### src/rtl/pc_sequencer.sv
// Program-counter sequencer: owns the PC, issues fetch requests with a ready
// handshake and applies execute-stage redirects followed by a timed pipeline flush.
module pc_sequencer #(
  parameter logic [31:0] RESET_PC     = 32'h0000_0000,
  parameter logic [31:0] TRAP_VEC     = 32'h0000_0100,
  parameter int unsigned FLUSH_CYCLES = 2
) (
  input  logic        clk,
  input  logic        rst_n,
  input  logic        stall,
  input  logic        ex_valid,
  input  logic        jump_flag,
  input  logic [31:0] jump_target,
  output logic        imem_req,
  output logic [31:0] imem_addr,
  input  logic        imem_ready,
  output logic [31:0] pc,
  output logic        flush,
  output logic        misalign,
  output logic [31:0] redirect_cnt
);

  typedef enum logic [1:0] {
    BOOT  = 2'd0,
    FETCH = 2'd1,
    FLUSH = 2'd2
  } state_t;

  localparam logic [2:0] FLUSH_INIT = 3'(FLUSH_CYCLES);

  state_t      state, state_next;
  logic [2:0]  flush_cnt, flush_cnt_next;
  logic [31:0] pc_next;
  logic [31:0] redirect_cnt_next;
  logic        misalign_next;

  // Misaligned targets trap instead of fetching from a half-word address.
  function automatic logic [31:0] redirect_pc(input logic [31:0] target);
    return (target[1:0] != 2'b00) ? TRAP_VEC : {target[31:2], 2'b00};
  endfunction

  always_ff @(posedge clk or negedge rst_n) begin
    if (!rst_n) begin
      state        <= BOOT;
      pc           <= RESET_PC;
      flush_cnt    <= 3'd0;
      misalign     <= 1'b0;
      redirect_cnt <= 32'd0;
    end else begin
      state        <= state_next;
      pc           <= pc_next;
      flush_cnt    <= flush_cnt_next;
      misalign     <= misalign_next;
      redirect_cnt <= redirect_cnt_next;
    end
  end

  always_comb begin
    state_next        = state;
    pc_next           = pc;
    flush_cnt_next    = flush_cnt;
    redirect_cnt_next = redirect_cnt;
    misalign_next     = 1'b0;
    imem_req          = 1'b0;
    flush             = 1'b0;
    case (state)
      BOOT: begin
        state_next = FETCH;
      end
      FETCH: begin
        imem_req = !stall;
        // A redirect wins over both stall and a coincident handshake.
        if (ex_valid && jump_flag) begin
          pc_next           = redirect_pc(jump_target);
          misalign_next     = (jump_target[1:0] != 2'b00);
          flush_cnt_next    = FLUSH_INIT;
          redirect_cnt_next = redirect_cnt + 32'd1;
          state_next        = FLUSH;
        end else if (!stall && imem_ready) begin
          pc_next = pc + 32'd4;
        end
      end
      FLUSH: begin
        flush          = 1'b1;
        flush_cnt_next = flush_cnt - 3'd1;
        if (flush_cnt <= 3'd1) begin
          state_next = FETCH;
        end
      end
      default: begin
        state_next = BOOT;
      end
    endcase
  end

  assign imem_addr = pc;

endmodule

### config.mk
export PLATFORM = sky130hd
export DESIGN_NAME = pc_sequencer
export DESIGN_NICKNAME = d
export VERILOG_FILES = /design/src/rtl/pc_sequencer.sv
export SDC_FILE = /design/constraint.sdc
export NUM_CORES = 1
export LEC_CHECK = 0
export ABC_AREA = 1
export CORE_MARGIN = 2
export CORE_UTILIZATION = 48
export CTS_CLUSTER_DIAMETER = 200
export DETAILED_ROUTE_END_ITERATION = 8
export GPL_TIMING_DRIVEN = 1
export PLACE_DENSITY_LB_ADDON = 0.2
export SLEW_MARGIN = 0
export SYNTH_ARGS = -nofsm -noshare
export SYNTH_HDL_FRONTEND = slang
export SYNTH_SLANG_ARGS = --single-unit
### constraint.sdc
create_clock -name clk -period 2 [get_ports clk]
set_clock_uncertainty 0.15 [all_clocks]
set_input_delay 0.2 -clock clk [delete_from_list [all_inputs] [get_ports clk]]
set_output_delay 0.2 -clock clk [all_outputs]
set_load 0.03 [all_outputs]
==> results of run 1 <==
through the flow:
| step | power, mW | setup WS [ns] |
|---|---|---|
| 6_report | 7.71 | 0.0635 |
| 5_1_grt | 8.22 | 0.00165 |
| 4_1_cts | 7.67 | 0.0639 |
| 3_5_place_dp | 6.64 | -0.0159 |
| 3_3_place_gp | 6.53 | 0.0285 |
| 2_1_floorplan | 5.26 | 0.127 |
cells in the mapped netlist (3+ instances only):
library cell | instances | area, um^2
nand3_1 | 38 | 190
o21ai_0 | 18 | 90.1
nand4_1 | 11 | 68.8
inv_2 | 3 | 11.3
nand3b_1 | 5 | 37.5
a22oi_1 | 4 | 30.0
nor2_4 | 3 | 33.8
nand2_1 | 187 | 702
xnor2_1 | 5 | 43.8
dfrtp_1 | 68 | 1700
nor2_2 | 9 | 56.3
a21oi_1 | 49 | 245
nor3_1 | 15 | 75.1
nor2_1 | 95 | 357
buf_6 | 3 | 33.8
ha_1 | 3 | 37.5
buf_2 | 5 | 25.0
buf_4 | 35 | 263
inv_1 | 68 | 255
nand2_2 | 5 | 31.3
xor2_1 | 23 | 201
flip-flops by register name (all words and copies together) (netlist names):
signal	cells
flush_cnt	3
redirect_cnt	32
imem_addr	30
state	2
misalign	1
final cells by class:
class / count / area (um^2)
clock inverter: 2 / 10.0
timing repair buffer: 149 / 1470
clock buffer: 13 / 159
fill: 857 / 3180
sequential: 68 / 1700
multi-input combinational: 485 / 2330
inverter: 71 / 267
tap: 129 / 161
what timing repair did:
action,in CTS,in global routing
hold buffers,1,0
setup buffers,0,2
pin swaps,0,3
setup endpoints to repair,2,14
endpoints found under the hold margin,68,0
gates resized for setup,2,6
worst paths after layout:
kind	startpoint	endpoint	depth (start not counted)
max	imem_addr[27]	pc[27]	1
min	rst_n	imem_addr[31]	3
max reg2reg	redirect_cnt[1]	redirect_cnt[12]	7
min reg2reg	flush_cnt[2]	flush_cnt[2]	1
max in group asynchronous	rst_n	redirect_cnt[0]	3
min in group clk	jump_target[3]	imem_addr[3]	3
metal layers:
metal	vias to the layer above	routed length (um)
met5	-	0
met4	0	299
met3	29	644
met2	150	6430
met1	2176	5330
li1	2311	-
power by group:
part	internal, mW	switching [mW]	leakage (nW)
clock network	0.509	0.538	0.0893
logic	1.71	2.58	1.92
registers	1.75	0.624	0.808
cell families after synthesis:
kind of cell    count (synthesis)  synth area share (%)
buf+inv                       117                  13.0
simple gates                  373                  35.1
compound gates                 77                  8.80
flops                          68                  36.9
xor+xnor                       28                  5.32
fa+ha+maj                       3                 0.815
other cells                     1                0.0814
==> flow_metrics.env, run 1 <==
export IMPL_p_leak_nw=2.82
export IMPL_hpwl_mm=9.41
export IMPL_ys_types=34
export IMPL_max_freq_ghz=0.516
export IMPL_grt_overflow_total=0
export IMPL_path_clk_slew_ns=0.08
export IMPL_path_buf_inv=1
export IMPL_drtAntennaViolNets=0
export IMPL_path_max_fanout=8
export IMPL_routed_wl_mm=12.7
export IMPL_setup_tns_ns=0
export IMPL_cpPeakStageDelay_ns=0.73
export IMPL_synth_edf_count=0
export IMPL_max_cap_violations=0
export IMPL_syn_cell_area_mm2=0.00461
export IMPL_critPathTopFamily="buffers and inverters"
export IMPL_hold_ws_ns=0.231
export IMPL_cp_start_kind="register"
export IMPL_placed_area_mm2=0.00589
export IMPL_clock_path_buffers=2
export IMPL_syn_area_per_cell_um2=6.91
export IMPL_grt_usage_pct=24.9
export IMPL_slew_viol_final=0
export IMPL_rsz0062_at_grt="false"
export IMPL_ys_seq_elements=68
export IMPL_setup_viol=0
export IMPL_yosysWarnings=0
export IMPL_cp_required_ns=1.65
export IMPL_final_cell_area_mm2=0.00610
export IMPL_first_pass_iters=4
export IMPL_status="complete, no violations"
export IMPL_slowest_stage="clkdlybuf4s50_1"
export IMPL_cp_cell_sequence="clkdlybuf4s50_1"
export IMPL_cts_tree="built"
export IMPL_clkSinkCount=68
export IMPL_rows=35
export IMPL_die_h_um=102
export IMPL_gp_congestion=0.935
export IMPL_stdcell_count=917
export IMPL_wire_per_inst_um=13.9
export IMPL_drt_initial_drc_count=175
export IMPL_ir_worst_vdd_v=0.000566
export IMPL_grt_max_degree=69
export IMPL_viasPerCell=5.09
export IMPL_use_met1_pct=30.1
export IMPL_clock_root_buffer="clkbuf_8"
export IMPL_drc=0
export IMPL_rrSetupSlack_ns=0.16
export IMPL_vias=4666
export IMPL_final_core_util_pct=65.7
export IMPL_async_flop_share_pct=100
export IMPL_fin_crit_ns=1.94
export IMPL_synthCells=667
export IMPL_areaGrowthSynthToFinish_pct=32.4
export IMPL_grtUsageMet3_pct=4.58
export IMPL_layout_commonest_cell="nand2_1"
export IMPL_initial_utilization_pct=49.6
export IMPL_grt_pass1_vias=4484
export IMPL_diodes=0
export IMPL_top_usage_layer="met2"
export IMPL_hold_class="in -> async"
export IMPL_worstSetupEndpointType="output pin"
export IMPL_grt_pass1_wl_mm=20.5
export IMPL_dieArea_mm2=0.0104
export IMPL_core_area_mm2=0.00928
export IMPL_io_pins=137
export IMPL_power_density_mw_per_mm2=1260
export IMPL_die_w_um=102
export IMPL_antenna_found_initial=0
export IMPL_period_share_pct=96.8
export IMPL_io_buffers=132
export IMPL_fin_nets=825
export IMPL_synthFlopType="dfrtp_1"
export IMPL_worstPathArrival_ns=1.59
export IMPL_numCtsBuffers=9
export IMPL_drive_gt1_share_pct=7.49
export IMPL_htree_levels=3
export IMPL_layout_common_cells="nand2_1 (186), clkdlybuf4s50_1 (128), nor2_1 (94)"
export IMPL_grt_use_met2_pct=44.6
export IMPL_crit_type="reg -> out"
export IMPL_hold_viol=0
export IMPL_placed_cells=899
export IMPL_yosysSeqAreaShare_pct=36.9
export IMPL_clk_latency_ns=0.36
Power figures use the tool's default switching activity.
==> inputs of run 2 (changes only) <==
--- a/config.mk
+++ b/config.mk
@@ -6,7 +6,6 @@
 export NUM_CORES = 1
 export LEC_CHECK = 0
 export ABC_AREA = 1
-export CORE_MARGIN = 2
 export CORE_UTILIZATION = 48
 export CTS_CLUSTER_DIAMETER = 200
 export DETAILED_ROUTE_END_ITERATION = 8
==> flow_metrics.env, run 2 (synthesis gave the netlist of run 1 again) <==
export IMPL_vias=4622
export IMPL_path_clk_slew_ns=0.08
export IMPL_fin_nets=821
export IMPL_rows=35
export IMPL_pre_cts_ws_ns=-0.0172
export IMPL_hpwl_mm=9.17
export IMPL_io_buffers=132
export IMPL_grt_usage_pct=25.8
export IMPL_cp_cell_sequence="clkdlybuf4s50_1"
export IMPL_setup_tns_ns=0
export IMPL_io_pins=137
export IMPL_ir_worst_vdd_v=0.000635
export IMPL_worstSetupEndpointType="output pin"
export IMPL_core_area_mm2=0.00928
export IMPL_worst_r2r_cell_count=7
export IMPL_cp_start_kind="register"
export IMPL_antenna_found_initial=0
export IMPL_wire_per_inst_um=13.4
export IMPL_areaGrowthSynthToFinish_pct=32.5
export IMPL_worst_path_stages=1
export IMPL_clk_latency_ns=0.35
export IMPL_path_max_fanout=8
export IMPL_worstPathArrival_ns=1.57
export IMPL_cpPeakStageDelay_ns=0.73
export IMPL_final_setup_worst_slack_ns=0.0799
export IMPL_p_comb_share_pct=54.4
export IMPL_period_share_pct=96.0
export IMPL_largest_reg_flops=32
export IMPL_viasPerCell=5.07
export IMPL_diodes=0
export IMPL_drt_initial_drc_count=200
export IMPL_critPathTopFamily="buffers and inverters"
export IMPL_numCtsBuffers=9
export IMPL_crit_type="reg -> out"
export IMPL_cp_required_ns=1.65
export IMPL_clkSinkCount=68
export IMPL_drc=0
export IMPL_max_slew_margin_pct=66.4
export IMPL_path_buf_inv=1
export IMPL_dieArea_mm2=0.0100
export IMPL_setup_viol=0
export IMPL_slew_viol_final=0
export IMPL_fin_crit_ns=1.92
export IMPL_htree_levels=3
export IMPL_layout_common_cells="nand2_1 (186), clkdlybuf4s50_1 (129), nor2_1 (94)"
export IMPL_grt_overflow_total=0
export IMPL_power_density_mw_per_mm2=1270
export IMPL_drtAntennaViolNets=0
export IMPL_tightest_slew_ns=0.503
export IMPL_rsz0062_at_grt="false"
export IMPL_die_w_um=100
export IMPL_max_freq_ghz=0.521
export IMPL_clock_root_buffer="clkbuf_8"
export IMPL_die_h_um=100
export IMPL_grt_pass1_wl_mm=20.6
export IMPL_intPower_mw=4.08
export IMPL_clock_path_buffers=2
export IMPL_p_total_mw=7.76
export IMPL_grt_max_degree=69
export IMPL_pwr_share_clk_pct=14.9
export IMPL_p_leak_nw=2.80
export IMPL_routed_wl_mm=12.2
export IMPL_hold_viol=0
export IMPL_status="complete, no violations"
export IMPL_p_sw_share_pct=47.4
export IMPL_fillerInstances=813
export IMPL_first_pass_iters=5
export IMPL_post_cts_buffers=0
export IMPL_slowest_stage="clkdlybuf4s50_1"
export IMPL_cts_tree="built"
export IMPL_hold_class="in -> async"
export IMPL_power_frac_seq_pct=30.7
export IMPL_gp_congestion=0.938
export IMPL_max_cap_violations=0
export IMPL_drive_gt1_share_pct=7.28
export IMPL_switching_power_mw=3.68
export IMPL_top_register="redirect_cnt"
export IMPL_grt_pass1_vias=4462
export IMPL_initial_utilization_pct=49.6
export IMPL_layout_commonest_cell="nand2_1"
-- run 2: metrics by stage --
stage | hold slack, ns | utilization [%] | area, um^2 | cells
after global placement | 0.0997 | 63.5 | 5890 | 897
after CTS | 0.256 | 65.6 | 6090 | 912
after global routing | 0.271 | 65.8 | 6110 | 912
after floorplan | -0.246 | - | 4620 | 670
after detailed placement | 0.101 | 63.5 | 5890 | 897
final | 0.242 | 65.8 | 6110 | 912
-- run 2: final timing paths --
check | start | to | slack (ns)
hold / removal | rst_n | imem_addr[11] | 0.24
setup reg to reg | redirect_cnt[0] | redirect_cnt[8] | 0.16
setup / recovery | imem_addr[27] | pc[27] | 0.08
hold reg to reg | flush_cnt[2] | flush_cnt[2] | 0.32
min in group clk | jump_target[4] | imem_addr[4] | 0.26
max in group asynchronous | rst_n | redirect_cnt[0] | 1.13
-- run 2: area by class of cell --
type | instances | area, um^2 | area share [%]
flip-flops and latches | 68 | 1710 | 27.9
repair buffers | 145 | 1450 | 23.8
clock buffers | 12 | 155 | 2.54
clock inverters | 2 | 35.0 | 0.574
well taps | 129 | 161 | 2.64
inverters | 71 | 267 | 4.36
multi-input cells | 485 | 2330 | 38.2
-- run 2: layer usage --
layer / GRT usage, % / vias to the layer above / routed length (um)
li1: - / 2307 / -
met1: 31.2 / 2130 / 4970
met2: 46.6 / 165 / 6270
met3: 3.55 / 20 / 732
met4: 9.81 / 0 / 242
met5: 0 / - / 0
-- run 2: what timing repair did --
action                                  4_1_cts  5_1_grt
hold endpoints to repair                     68        0
hold buffers                                  1        0
pin swaps                                     0        1
resized for setup                             2        7
endpoints found under the setup margin        2       12
-- run 2: power groups by stage --
stage                     clock (mW)  sequential [mW]  combinational, mW
after floorplan                    0             2.90               2.37
after global placement             0             2.37               4.16
after detailed placement           0             2.40               4.23
after CTS                       1.16             2.37               4.24
after global routing            1.23             2.47               4.56
final                           1.16             2.38               4.22
